<file path="config.mk">
export PLATFORM = sky130hd
export DESIGN_NAME = updown_counter
export DESIGN_NICKNAME = d
export VERILOG_FILES = /design/src/rtl/counter_pkg.sv /design/src/rtl/register_n.sv /design/src/rtl/updown_counter.sv
export SDC_FILE = /design/constraint.sdc
export NUM_CORES = 1
export LEC_CHECK = 0
export CAP_MARGIN = 20
export CORE_ASPECT_RATIO = 0.6
export CORE_UTILIZATION = 54
export CTS_CLUSTER_DIAMETER = 50
export CTS_CLUSTER_SIZE = 40
export DETAILED_ROUTE_END_ITERATION = 10
export PLACE_DENSITY = 0.91
export SLEW_MARGIN = 20
export SYNTH_ARGS = -nofsm -noshare
export SYNTH_HDL_FRONTEND = slang
export SYNTH_SLANG_ARGS = --single-unit
</file>
<file path="constraint.sdc">
create_clock -name clk -period 4.3 [get_ports clk]
set_input_delay 0.43 -clock clk [delete_from_list [all_inputs] [get_ports clk]]
set_output_delay 0.43 -clock clk [all_outputs]
set_load 0.01 [all_outputs]
</file>
<file path="src/rtl/counter_pkg.sv">
`default_nettype none
// ============================================================================
// Module      : counter_pkg
// Description : Shared mode constants and next-count step function for the
//               up/down counter. All arithmetic is carried at 33 bits so any
//               counter width up to 32 can use MODULUS = 2**WIDTH without
//               aliasing the top value onto zero.
// Contents    : MODE_WRAP / MODE_SAT   mode constants
//               step_t                 next value plus limit indication
//               next_count()           single inc/dec step with boundary rules
// Revision    : 1.0  initial release
// ============================================================================
package counter_pkg;

    localparam int MODE_WRAP = 0;
    localparam int MODE_SAT  = 1;

    typedef struct packed {
        logic [32:0] value;
        logic        limit;
    } step_t;

    // One counting step. i_cur and i_max are zero-extended to 33 bits by the
    // caller; i_max is MODULUS-1. inc and dec together is a no-op.
    function automatic step_t next_count(
        input logic [32:0] i_cur,
        input logic [32:0] i_max,
        input logic        i_inc,
        input logic        i_dec,
        input logic        i_sat
    );
        step_t r;
        r.value = i_cur;
        r.limit = 1'b0;
        if (i_inc && !i_dec) begin
            if (i_cur == i_max) begin
                r.limit = 1'b1;
                r.value = i_sat ? i_max : 33'd0;
            end else begin
                r.value = i_cur + 33'd1;
            end
        end else if (i_dec && !i_inc) begin
            if (i_cur == 33'd0) begin
                r.limit = 1'b1;
                r.value = i_sat ? 33'd0 : i_max;
            end else begin
                r.value = i_cur - 33'd1;
            end
        end
        return r;
    endfunction

endpackage
`default_nettype wire

</file>
<file path="src/rtl/register_n.sv">
`default_nettype none
// ============================================================================
// Module      : register_n
// Description : WIDTH-bit storage register with load enable and asynchronous
//               active-low reset to zero.
// Ports       : clk    rising-edge clock
//               rst_n  asynchronous active-low reset
//               i_en   capture i_d on the next rising edge
//               i_d    data in
//               o_q    registered data out
// Revision    : 1.0  initial release
// ============================================================================
module register_n #(
    parameter int WIDTH = 16
) (
    input  logic             clk,
    input  logic             rst_n,
    input  logic             i_en,
    input  logic [WIDTH-1:0] i_d,
    output logic [WIDTH-1:0] o_q
);

    logic [WIDTH-1:0] r_q;

    always_ff @(posedge clk or negedge rst_n) begin
        if (!rst_n) begin
            r_q <= '0;
        end else if (i_en) begin
            r_q <= i_d;
        end
    end

    assign o_q = r_q;

endmodule
`default_nettype wire

</file>
<file path="src/rtl/updown_counter.sv">
`default_nettype none
// ============================================================================
// Module      : updown_counter
// Description : Modulo-N up/down counter with clear, load (clamped to the
//               range), wrap or saturate boundary behaviour, a one-cycle
//               limit pulse, a sticky overflow flag and a load-error pulse.
// Ports       : clk          rising-edge clock
//               rst_n        asynchronous active-low reset
//               i_clr        synchronous clear of count and sticky flag
//               i_load       synchronous load of i_load_val
//               i_load_val   value to load
//               i_inc        count up by one
//               i_dec        count down by one
//               o_count      registered count
//               o_at_zero    count == 0
//               o_at_max     count == MODULUS-1
//               o_limit      pulse: step attempted past a range boundary
//               o_ovf_sticky set by any limit event, held until clear/reset
//               o_load_err   pulse: i_load_val >= MODULUS
// Revision    : 1.0  initial release
// ============================================================================
module updown_counter
    import counter_pkg::*;
#(
    parameter int          WIDTH    = 16,
    parameter logic [32:0] MODULUS  = 33'(1) << WIDTH,
    parameter int          SATURATE = 0
) (
    input  logic             clk,
    input  logic             rst_n,
    input  logic             i_clr,
    input  logic             i_load,
    input  logic [WIDTH-1:0] i_load_val,
    input  logic             i_inc,
    input  logic             i_dec,
    output logic [WIDTH-1:0] o_count,
    output logic             o_at_zero,
    output logic             o_at_max,
    output logic             o_limit,
    output logic             o_ovf_sticky,
    output logic             o_load_err
);

    localparam logic [32:0] c_MAX_VAL = MODULUS - 33'd1;
    localparam logic        c_SAT     = (SATURATE == MODE_SAT);

    logic [WIDTH-1:0] w_count;
    logic [32:0]      w_count_ext;
    logic [32:0]      w_load_ext;
    logic [32:0]      w_next;
    logic             w_en;
    logic             w_limit_d;
    logic             w_load_err_d;
    step_t            w_step;
    logic             w_unused_hi;

    logic             r_limit;
    logic             r_ovf_sticky;
    logic             r_load_err;

    assign w_count_ext = {{(33-WIDTH){1'b0}}, w_count};
    assign w_load_ext  = {{(33-WIDTH){1'b0}}, i_load_val};
    assign w_step      = next_count(w_count_ext, c_MAX_VAL, i_inc, i_dec, c_SAT);

    // Command priority: clear, then load, then inc/dec, otherwise hold.
    always_comb begin
        w_next       = w_count_ext;
        w_en         = 1'b0;
        w_limit_d    = 1'b0;
        w_load_err_d = 1'b0;
        if (i_clr) begin
            w_next = 33'd0;
            w_en   = 1'b1;
        end else if (i_load) begin
            w_en = 1'b1;
            if (w_load_ext >= MODULUS) begin
                w_next       = c_MAX_VAL;
                w_load_err_d = 1'b1;
            end else begin
                w_next = w_load_ext;
            end
        end else if (i_inc || i_dec) begin
            w_en      = 1'b1;
            w_next    = w_step.value;
            w_limit_d = w_step.limit;
        end
    end

    // Results never exceed MODULUS-1, so bits above WIDTH are always zero.
    assign w_unused_hi = ^w_next[32:WIDTH];

    register_n #(
        .WIDTH (WIDTH)
    ) u_count_reg (
        .clk   (clk),
        .rst_n (rst_n),
        .i_en  (w_en),
        .i_d   (w_next[WIDTH-1:0]),
        .o_q   (w_count)
    );

    always_ff @(posedge clk or negedge rst_n) begin
        if (!rst_n) begin
            r_limit      <= 1'b0;
            r_ovf_sticky <= 1'b0;
            r_load_err   <= 1'b0;
        end else begin
            r_limit    <= w_limit_d;
            r_load_err <= w_load_err_d;
            if (i_clr) begin
                r_ovf_sticky <= 1'b0;
            end else if (w_limit_d) begin
                r_ovf_sticky <= 1'b1;
            end
        end
    end

    assign o_count      = w_count;
    assign o_at_zero    = (w_count_ext == 33'd0);
    assign o_at_max     = (w_count_ext == c_MAX_VAL);
    assign o_limit      = r_limit;
    assign o_ovf_sticky = r_ovf_sticky;
    assign o_load_err   = r_load_err;

endmodule
`default_nettype wire

</file>
==> reports/results.ini <==
[clocking]
cts.repair_timing.setup_buffer_count=0
post_cts_resized=0
cts.clk_slew.worst_paths_ns=0.08
cts_root_buffer=clkbuf_8
cts_tree=yes
htree_num_levels=1
clock_insertion_delay_worst_skew_ns=0.26
clk_path_buf_depth=2
cts_sinks=18
cts-buffers-inserted=3
holdBufCountCts=0

[die]
floorplan.core_area_mm2=0.00302
die_width_um=76.7
rows=15
num_io_pins=43
fp.dieH_um=46.8
die_area_mm2=0.00359
start_util_pct=59.8

[placement]
place.port_buffers=41
routabilityCongestion=0.995
place_area_mm2=0.00219
post_dp_hpwl_um=4250

[sta]
report.final.hold_viol_count=0
max_slew_margin_pct=32.3
finalCritPeriodShare_pct=82.0
setup-violations-final=0
totalNegativeSetupSlack_ns=0
worstMarginPinSlew_ns=1.00
highest_attainable_clock_frequency_mhz=284
final_max_slew_viol_count=0
hold_slack_ns=0.507
clock-skew-final_ns=0.00390
fin_crit_ns=3.53
rsz0062_at_grt=false

[yosys]
synthDistinctLibCells=52
synth-seq-area-share_pct=24.9
synthesized_instance_count=238
synth_area_leaders=dfrtp_1, o21ai_0, xnor2_1
yosysTopAreaCell=dfrtp_1
ys_seq_elements=18
synth.avg_cell_area_um2=7.59
netlist.area_leader.share_pct=24.9
synth-async-reset-ratio_pct=100
mappedNetlistNets=266
synth.cells.most_frequent=o21ai_0, dfrtp_1
synthMostInstantiatedCell=o21ai_0
synth-edff-count=0
combined_area_of_all_synthesized_cells_mm2=0.00181
synth-warning-count=0
ys_dominant_reg_cell=dfrtp_1

[layout]
area_delta_synth_final_pct=23.6
post_route_cells_drive_above_1_share_pct=3.80
n_antenna_cell=0
post-route-cell-area_mm2=0.00223
utilization_pct=73.9
final_net_count=293

[grt]
gr-usage-all-layers_pct=34.8
grt_start_max_net_pins=22
global_route.overflow_total=0
antenna_found_initial=0
vias_in_the_first_global_route=1835
grt_first_pass_wirelength_um=9370

[route]
route.vias.total=2148
first_pass_iters=6
remaining_routing_drc_violations=0
route.antenna.remaining_nets=0
routed_wirelength_um=5940
avgRoutedWirePerCell_um=19.5
initialDrtViolationCount=251
vias_per_cell=7.04

[setup_path]
reg2reg_setup_slack_ns=1.56
critPathSlowestCell=or4_1
crit-reg2reg-launch=u_count_reg.o_q[3]
worstPathRequired_ns=3.87
worst_setup_path_end_kind=output port
worstPathCellList=or4_1, or4b_4, nor2_2, clkdlybuf4s50_1
reg2regPathDepth=5
cp_max_fo=18
r2r-end=u_count_reg.o_q[5]
slowest_delay_ns=0.70
setup.worst_path.class=flop to output port
worst-endpoint-arrival_ns=3.10
startpoint_type=flop

[outcome]
run_status=complete, no violations

[min_path]
hold_path_depth=1
hold_path.class=flop to flop
worstHoldEndpoint=o_ovf_sticky
holdCritStartpoint=o_ovf_sticky

[power_and_ir_drop]
power-per-cell-area_mw_per_mm2=247
ir_worst_vdd_v=0.000161
static-leakage-power_nw=0.801

[flow_run]
max_cap_viol_count=0

routing by layer:
layer	wire, µm	vias to the layer above	GRT usage (%)	part of all wire (%)
met1	2650	995	49.0	45
li1	-	961	-	-
met5	0	-	0	0
met2	2430	179	50.7	41
met3	755	13	11.8	13
met4	111	0	10.8	1.9
layout make-up:
class / instances / area, µm²
timing repair buffer: 42 / 418
sequential: 18 / 450
fill: 238 / 788
clock buffer: 3 / 41.3
multi-input combinational: 187 / 1220
inverter: 13 / 48.8
tap: 42 / 52.6
worst max-delay path: cells and delay by family, from the launching register on:
| family | cells | cell delay [ns] |
|---|---|---|
| buffers and inverters | 1 | 0.61 |
| flip-flops | 1 | 0.56 |
| AND/OR/NAND/NOR | 3 | 1.65 |
metrics by stage:
| step | worst slack [ns] | power, mW | instances |
|---|---|---|---|
| 5_1_grt | 0.610 | 0.582 | 305 |
| 3_3_place_gp | 1.15 | 0.420 | 302 |
| 6_report | 0.774 | 0.552 | 305 |
| 3_5_place_dp | 1.12 | 0.421 | 302 |
| 2_1_floorplan | 2.00 | 0.344 | 238 |
| 4_1_cts | 0.811 | 0.547 | 305 |
flip-flops by register name, summed over array words and instances (netlist names):
name / cells
o_ovf_sticky: 1
u_count_reg.o_q: 16
o_limit: 1
where the power goes:
part	internal [mW]	switching [mW]	total, mW
registers	0.180	0.0349	0.215
clock network	0.0625	0.0640	0.126
logic	0.0953	0.115	0.210
total	0.338	0.214	0.552
how the worst max path moves through the flow:
stage / start / end / slack [ns]
final: u_count_reg.o_q[2] / o_at_zero / 0.77
after CTS: u_count_reg.o_q[2] / o_at_zero / 0.81
after global routing: u_count_reg.o_q[2] / o_at_zero / 0.61
after detailed placement: u_count_reg.o_q[2] / o_at_zero / 1.12
after global placement: u_count_reg.o_q[2] / o_at_zero / 1.15
after floorplan: u_count_reg.o_q[2] / o_at_zero / 2.00
kinds of logic (layout without fill, tap and decap cells):
logic type	count (synthesis)	count (layout)	share of synthesized area, %
AOI/OAI and AO/OA	82	82	31.2
and+or+nand+nor	85	85	25.5
xor gates and xnor gates	13	13	6.30
other	1	1	0.208
buffers and inverters	33	58	7.69
DFF	18	18	24.9
adders and majority gates	6	6	4.16
layout by cell type (no fill, tap or decap), types with 2 or more instances in the layout:
master            n
o21ai_0          25
nand4_1           6
nor3_1           12
dfrtp_1          18
nor4_1            7
o221ai_1          3
a22oi_1          10
o21a_1            3
nand3_1          13
ha_1              6
o22ai_1           2
xor2_1            4
and3_1            2
a21oi_1           8
nand2_1          13
nor2_1           13
or4_1             3
clkdlybuf4s50_1  41
a221oi_1          2
clkbuf_8          3
o31a_1            3
a32oi_1           5
or3_1             6
o211ai_1          5
a211oi_1          2
nor2b_1           2
o41a_1            2
inv_1            13
xnor2_1           9
No activity file was read; power rests on OpenSTA's default activity.
